`config.mk`:
```
export PLATFORM = sky130hd
export DESIGN_NAME = flag_scan_display
export DESIGN_NICKNAME = d
export VERILOG_FILES = /design/src/rtl/flag_scan_display.sv
export SDC_FILE = /design/constraint.sdc
export NUM_CORES = 1
export LEC_CHECK = 0
export CAP_MARGIN = 0
export CORE_ASPECT_RATIO = 1.1
export CORE_UTILIZATION = 53
export DETAILED_ROUTE_END_ITERATION = 16
export GPL_TIMING_DRIVEN = 1
export PLACE_DENSITY_LB_ADDON = 0.2
export SLEW_MARGIN = 20
export SYNTH_ARGS = -nofsm -noshare
export SYNTH_HDL_FRONTEND = slang
export SYNTH_SLANG_ARGS = --single-unit
export TNS_END_PERCENT = 100
```
`constraint.sdc`:
```
create_clock -name clk -period 2.6 [get_ports clk]
set_clock_uncertainty 0.2 [all_clocks]
set_input_delay 0.52 -clock clk [delete_from_list [all_inputs] [get_ports clk]]
set_output_delay 0.52 -clock clk [all_outputs]
set_load 0.05 [all_outputs]
```
`src/rtl/flag_scan_display.sv`:
```
// -----------------------------------------------------------------------------
// flag_scan_display
//
// Purpose:
//   Captures N_FLAGS ALU status bits and shows each one as a '0' or '1' on its
//   own digit of a multiplexed 7-segment display with N_DIGITS digits. Digits
//   that have no flag behind them show 'F'. The display is fed either from the
//   most recent flag sample (live) or from an accumulating sticky register.
//   The decimal point on the last digit is lit while sticky mode is selected.
//
// Parameters:
//   N_DIGITS     number of multiplexed digits (1..8)
//   N_FLAGS      number of flags shown (1..N_DIGITS); digit i shows flag i
//   REFRESH_DIV  clk cycles per scan step (>= 2)
//   BLINK_DIV    clk cycles per blink phase (>= 2, used with FLAG_BLINK_EN)
//
// Ports:
//   clk         system clock
//   rst         asynchronous reset, active-low
//   flags_in    flag bits from the ALU (bit0=zero, bit1=carry, bit2=overflow)
//   flag_valid  one-cycle strobe: sample flags_in
//   clr_sticky  one-cycle strobe: clear the sticky register
//   mode        0 = show live flags, 1 = show sticky flags
//   sticky_q    accumulated (sticky) flag register
//   an          digit anodes, active-low, one-hot-low while a digit is lit
//   seg         segments, active-low, seg[0]=a .. seg[6]=g
//   dp          decimal point, active-low
//
// Handshake: flag_valid and clr_sticky are single-cycle strobes with no ready
// back-pressure; the block accepts every strobe on the clock edge it is high.
//
// Build option:
//   FLAG_BLINK_EN  when defined, a sticky flag that is no longer set in the
//                  live sample blinks (blanked on alternate BLINK_DIV phases)
//                  while sticky mode is selected. Undefined: steady display.
// -----------------------------------------------------------------------------
module flag_scan_display #(
    parameter int N_DIGITS    = 4,
    parameter int N_FLAGS     = 3,
    parameter int REFRESH_DIV = 100_000,
    parameter int BLINK_DIV   = 25_000_000
) (
    input  logic                clk,
    input  logic                rst,
    input  logic [N_FLAGS-1:0]  flags_in,
    input  logic                flag_valid,
    input  logic                clr_sticky,
    input  logic                mode,
    output logic [N_FLAGS-1:0]  sticky_q,
    output logic [N_DIGITS-1:0] an,
    output logic [6:0]          seg,
    output logic                dp
);

    // -------------------------------------------------------------------------
    // Parameter sanity
    // -------------------------------------------------------------------------
    if (N_DIGITS < 1 || N_DIGITS > 8) begin : g_bad_digits
        $error("flag_scan_display: N_DIGITS must be in 1..8");
    end
    if (N_FLAGS < 1 || N_FLAGS > N_DIGITS) begin : g_bad_flags
        $error("flag_scan_display: N_FLAGS must be in 1..N_DIGITS");
    end
    if (REFRESH_DIV < 2) begin : g_bad_refresh
        $error("flag_scan_display: REFRESH_DIV must be >= 2");
    end
    if (BLINK_DIV < 2) begin : g_bad_blink
        $error("flag_scan_display: BLINK_DIV must be >= 2");
    end

    localparam int PW    = $clog2(REFRESH_DIV);
    localparam int IDX_W = (N_DIGITS > 1) ? $clog2(N_DIGITS) : 1;

    localparam logic [PW-1:0]    PRESC_LAST = PW'(REFRESH_DIV - 1);
    localparam logic [IDX_W-1:0] IDX_LAST   = IDX_W'(N_DIGITS - 1);

    // Segment patterns used for reset / blanking.
    localparam logic [6:0] SEG_BLANK = 7'h7F;

    // -------------------------------------------------------------------------
    // Hex to 7-segment, active-low, seg[0]=a .. seg[6]=g
    // -------------------------------------------------------------------------
    function automatic logic [6:0] hex_to_seg(input logic [3:0] nib);
        logic [6:0] s;
        case (nib)
            4'h0: s = 7'h40;
            4'h1: s = 7'h79;
            4'h2: s = 7'h24;
            4'h3: s = 7'h30;
            4'h4: s = 7'h19;
            4'h5: s = 7'h12;
            4'h6: s = 7'h02;
            4'h7: s = 7'h78;
            4'h8: s = 7'h00;
            4'h9: s = 7'h10;
            4'hA: s = 7'h08;
            4'hB: s = 7'h03;
            4'hC: s = 7'h46;
            4'hD: s = 7'h21;
            4'hE: s = 7'h06;
            default: s = 7'h0E;
        endcase
        return s;
    endfunction

    // -------------------------------------------------------------------------
    // Refresh prescaler: counts 0..REFRESH_DIV-1, tick on the last count
    // -------------------------------------------------------------------------
    logic [PW-1:0] presc;
    logic          tick;

    assign tick = (presc == PRESC_LAST);

    always_ff @(posedge clk or negedge rst) begin
        if (!rst) begin
            presc <= '0;
        end else if (tick) begin
            presc <= '0;
        end else begin
            presc <= presc + 1'b1;
        end
    end

    // -------------------------------------------------------------------------
    // Scan index: advances once per tick, wraps N_DIGITS-1 -> 0
    // -------------------------------------------------------------------------
    logic [IDX_W-1:0] idx;

    always_ff @(posedge clk or negedge rst) begin
        if (!rst) begin
            idx <= '0;
        end else if (tick) begin
            if (idx == IDX_LAST) begin
                idx <= '0;
            end else begin
                idx <= idx + 1'b1;
            end
        end
    end

    // -------------------------------------------------------------------------
    // Flag capture
    //   A clear and a new sample in the same cycle leave exactly the new
    //   sample in the sticky register, so no event is lost to the clear.
    // -------------------------------------------------------------------------
    logic [N_FLAGS-1:0] live_q;

    always_ff @(posedge clk or negedge rst) begin
        if (!rst) begin
            live_q   <= '0;
            sticky_q <= '0;
        end else begin
            if (flag_valid) begin
                live_q <= flags_in;
            end
            sticky_q <= (clr_sticky ? '0 : sticky_q) |
                        (flag_valid ? flags_in : '0);
        end
    end

    // -------------------------------------------------------------------------
    // Per-digit views, widened to N_DIGITS so the scan index can address them
    // directly; digits beyond N_FLAGS read as zero in every view.
    // -------------------------------------------------------------------------
    logic [N_DIGITS-1:0] src_pad;    // value shown on each flag digit
    logic [N_DIGITS-1:0] has_flag;   // digit is backed by a flag
    logic [N_DIGITS-1:0] stale_pad;  // sticky but not in the live sample

    always_comb begin
        src_pad                = '0;
        has_flag               = '0;
        stale_pad              = '0;
        src_pad[N_FLAGS-1:0]   = mode ? sticky_q : live_q;
        has_flag[N_FLAGS-1:0]  = '1;
        stale_pad[N_FLAGS-1:0] = sticky_q & ~live_q;
    end

    // -------------------------------------------------------------------------
    // Blink phase (optional)
    // -------------------------------------------------------------------------
    logic blank;

`ifdef FLAG_BLINK_EN
    localparam int BW = $clog2(BLINK_DIV);
    localparam logic [BW-1:0] BLINK_LAST = BW'(BLINK_DIV - 1);

    logic [BW-1:0] blink_cnt;
    logic          blink_phase;

    always_ff @(posedge clk or negedge rst) begin
        if (!rst) begin
            blink_cnt   <= '0;
            blink_phase <= 1'b0;
        end else if (blink_cnt == BLINK_LAST) begin
            blink_cnt   <= '0;
            blink_phase <= ~blink_phase;
        end else begin
            blink_cnt <= blink_cnt + 1'b1;
        end
    end

    // Only a flag digit showing a past-but-not-current event is blanked;
    // its anode is still driven so the scan timing is unchanged.
    assign blank = mode & blink_phase & stale_pad[idx];
`else
    logic unused_stale;
    assign unused_stale = ^stale_pad;
    assign blank        = 1'b0;
`endif

    // -------------------------------------------------------------------------
    // Next display values for the digit currently addressed by the scan
    // -------------------------------------------------------------------------
    logic [3:0]          nib;
    logic [6:0]          seg_next;
    logic [N_DIGITS-1:0] an_next;
    logic                dp_next;

    always_comb begin
        nib = has_flag[idx] ? {3'b000, src_pad[idx]} : 4'hF;
        seg_next = blank ? SEG_BLANK : hex_to_seg(nib);
        for (int i = 0; i < N_DIGITS; i++) begin
            an_next[i] = (idx != IDX_W'(i));
        end
        // Decimal point marks sticky mode, shown on the last digit only.
        dp_next = ~(mode && (idx == IDX_LAST));
    end

    // -------------------------------------------------------------------------
    // Output registers: loaded on tick, held between ticks
    // -------------------------------------------------------------------------
    always_ff @(posedge clk or negedge rst) begin
        if (!rst) begin
            an  <= '1;
            seg <= SEG_BLANK;
            dp  <= 1'b1;
        end else if (tick) begin
            an  <= an_next;
            seg <= seg_next;
            dp  <= dp_next;
        end
    end

endmodule

```
==> summary.txt <==
Synthesis
  • Adder-cell share of the synthesized area: 0.0466
  • Post-synth top area cell: sky130_fd_sc_hd__dfrtp_1
  • Simple-Gate Fraction of Synth Area: 0.197
  • Leading cell types by total area after synthesis: sky130_fd_sc_hd__dfrtp_1 (39%), sky130_fd_sc_hd__dfstp_2 (15%), sky130_fd_sc_hd__xnor2_1 (5.4%), sky130_fd_sc_hd__ha_1 (4.7%), sky130_fd_sc_hd__nand2_1 (4.0%)
  • XOR/XNOR share of the synthesized area: 0.0761
  • Synth top area share: 0.389
  • Number of instances in the synthesized netlist: between 100 and 150
  • Count of state elements after synthesis: 34
  • Synthesized netlist net count: 163
  • Avg Synthesized Cell Area: 10.8 sq um
  • Compound-gate portion of the synthesized area: 0.0629
  • Fraction of the yosys area taken by sequential cells: 0.535
  • Post-synthesis instance area: 0.00161 sq mm
  • Number of library cell types mapped by synthesis: 36
  • Mux cell area share after synthesis: 0.0342
  • Largest family of logic cells by synthesized area: simple AND/OR/NAND/NOR gates
  • Yosys warnings: 0

Clock network
  • Clk_lat worst skew: 0.32 ns
  • Clock-pin slew on the worst setup and hold paths: 0.09 ns
  • Number of hold-repair buffers added at the cts stage: 0
  • CTS sink count: 34
  • Deepest clock path buffer count: 2
  • Post-CTS Resized: 0
  • H-tree depth reported by CTS: 2
  • CTS tree: yes
  • Library cell used as clock root buffer: sky130_fd_sc_hd__clkbuf_4
  • TritonCTS buffer count: 5
  • # Post-CTS Setup Buffers: 0

Timing
  • Slew @ Worst Pin: 0.505 ns
  • Max transition margin: 0.662
  • Setup_tns: 0 ns
  • Fin crit share: 0.924
  • Number of failing setup endpoints in the final timing report: 0
  • Final period demand of the worst path: 2.40 ns
  • Final Slew Violations: 0
  • Setup repair after global routing missed its margin: false
  • Highest achievable clock rate: 0.416 GHz
  • Total count of hold-check failures in the final report: 0

GRT
  • Global-route wire length before repair: just under 5000 um
  • Antenna violations before repair: 0
  • Overall track demand over capacity in global routing: 0.216
  • Pin count of the biggest net entering global routing: 35
  • Overflow left after global routing: 0
  • Number of global-route vias before repair: 1113

Final layout
  • Synthesis-to-layout area growth: 17.9%
  • Fraction of final layout cells sized beyond drive strength 1: 0.132
  • Finished Layout Cells: 207
  • Most frequent standard cell in the layout excluding fill and tap cells: sky130_fd_sc_hd__dfrtp_1
  • Diodes inserted: 0
  • Filler cell count: 235
  • Total area of sequential cells: between 800 and 900 sq um
  • Most frequent cells in the layout: sky130_fd_sc_hd__dfrtp_1 (25), sky130_fd_sc_hd__clkdlybuf4s50_1 (22), sky130_fd_sc_hd__nand2_1 (17), sky130_fd_sc_hd__o21ai_0 (11), sky130_fd_sc_hd__nor2_1 (11)
  • Nets: 187
  • Multi-input logic area: about 670 sq um

Worst setup path
  • Startpoint-to-endpoint class of the critical path: flip-flop to primary output
  • Cell type group with the largest total delay on the critical path: buffers and inverters
  • Crit path buf inv count: 1
  • Critical path data arrival time: 1.68 ns
  • Worst path cell trace: clkdlybuf4s50_1
  • Largest fanout on the critical path: 2
  • Cell with the largest stage delay on the worst path: sky130_fd_sc_hd__clkdlybuf4s50_1
  • Required arrival time at the worst endpoint: 1.88 ns
  • Setup crit end kind: primary output
  • Biggest cell delay along the critical path: 0.81 ns
  • Critical Path Source Type: flip-flop

Pwr
  • Worst VDD drop: 442 uV
  • Power per standard cell area: ~480 mW/mm^2
  • Static power due to leakage: around 0.81 nW

Placed design
  • Detailed-placement wirelength estimate: 1980 um
  • Routability congestion estimate: 0.875
  • Cells after DPL: between 150 and 200
  • Number of port buffers: 22

Route
  • Post-route ant nets: 0
  • Final wirelength: 2820 um
  • DRC: 0
  • Wire length per cell after detailed routing: 13.6 um
  • Number of vias in the routed layout: roughly 1.1k
  • DRC violation total after the first TritonRoute iteration: 38
  • Number of detailed-routing iterations run before antenna repair: 4
  • Vias per Instance: about 5.5

Floorplan
  • Width of the die: ~55 um
  • Number of placed I/O pins: 23
  • Initial core utilization: 0.569
  • Row Count: 20
  • Height of the chip: 59.8 um
  • Die area: 0.00326 sq mm
  • Area of the core: between 0.002 and 0.003 sq mm

Hold path
  • Min-Delay Path Class: flip-flop to flip-flop

Run
  • Max-capacitance violation count: 0

Run status
  • Outcome: completed
[routing by layer]
metal  routed length [um]  vias up  track usage
met1                 1290      554        0.288
met5                    0        -            0
met4                   40        0       0.0989
li1                     -      554            -
met3                  131        5       0.0534
met2                 1360       33        0.326
[per-stage QoR]
step	power, mW	setup slack, ns	instance area (sq um)	util	hold WS (ns)
after floorplan	0.579	0.754	1610	-	0.0244
after global placement	0.614	0.397	1840	0.650	0.253
after detailed placement	0.616	0.380	1840	0.650	0.254
after CTS	0.918	0.170	1900	0.671	0.268
after global routing	0.946	0.125	1900	0.671	0.272
final	0.904	0.198	1900	0.671	0.263
[state kept, by name (all words and copies together), names as in the netlist]
signal and count:
idx 2, an 4, dp 1, sticky_q 3, presc 17, live_q 3, seg 4
[layout make-up]
type / count / area share
multi-input cells: 100 / 0.353
repair buffers: 24 / 0.124
clock buffers: 8 / 0.0310
flip-flops and latches: 34 / 0.454
well taps: 33 / 0.0218
inverters: 8 / 0.0158
[synthesized netlist by cell type, drive strengths merged]
| cell type | instances |
|---|---|
| nor3 | 3 |
| a21oi | 3 |
| dfstp | 9 |
| mux2 | 2 |
| nor4 | 1 |
| mux2i | 1 |
| nor2 | 11 |
| or4 | 1 |
| nor3b | 1 |
| mux4 | 1 |
| dfrtp | 25 |
| nor4bb | 2 |
| clkbuf | 2 |
| nand4 | 6 |
| nor2b | 2 |
| nand2 | 17 |
| and2 | 1 |
| buf | 5 |
| o21ai | 13 |
| inv | 8 |
| or3 | 2 |
| or2 | 2 |
| and3 | 2 |
| and4 | 2 |
| nand3 | 4 |
| ha | 6 |
| xor2 | 4 |
| xnor2 | 10 |
| nor4b | 2 |
| a31oi | 1 |
[report_power, final]
part | leakage [nW] | total, mW | internal (mW) | switching [mW]
Combinational | 0.361 | 0.0612 | 0.0248 | 0.0365
Sequential | 0.417 | 0.543 | 0.538 | 0.00549
Clock | 0.0326 | 0.300 | 0.134 | 0.166
Total | 0.811 | 0.904 | 0.696 | 0.208
[worst paths after layout]
kind / end / depth (start not counted) / start / slack [ns]
setup / recovery: dp / 1 / dp$_DFFE_PN1N_ / 0.20
hold / removal: seg[6]$_DFFE_PN1N_ / 2 / seg[6]$_DFFE_PN1N_ / 0.26
setup reg to reg: presc[7]$_DFF_PN0_ / 4 / presc[11]$_DFF_PN0_ / 0.42
hold reg to reg: seg[6]$_DFFE_PN1N_ / 2 / seg[6]$_DFFE_PN1N_ / 0.26
max in group asynchronous: an[0]$_DFFE_PN1N_ / 2 / rst / 1.48
min in group asynchronous: presc[9]$_DFF_PN0_ / 2 / rst / 0.39
[cells by family (layout without fill, tap and decap cells)]
| family | Yosys count | after routing |
|---|---|---|
| flops | 34 | 34 |
| compound gates | 17 | 17 |
| fa+ha+maj | 6 | 6 |
| buf+inv | 15 | 40 |
| mux | 4 | 4 |
| xor+xnor | 14 | 14 |
| simple gates | 59 | 59 |
Power figures use the tool's default switching activity.
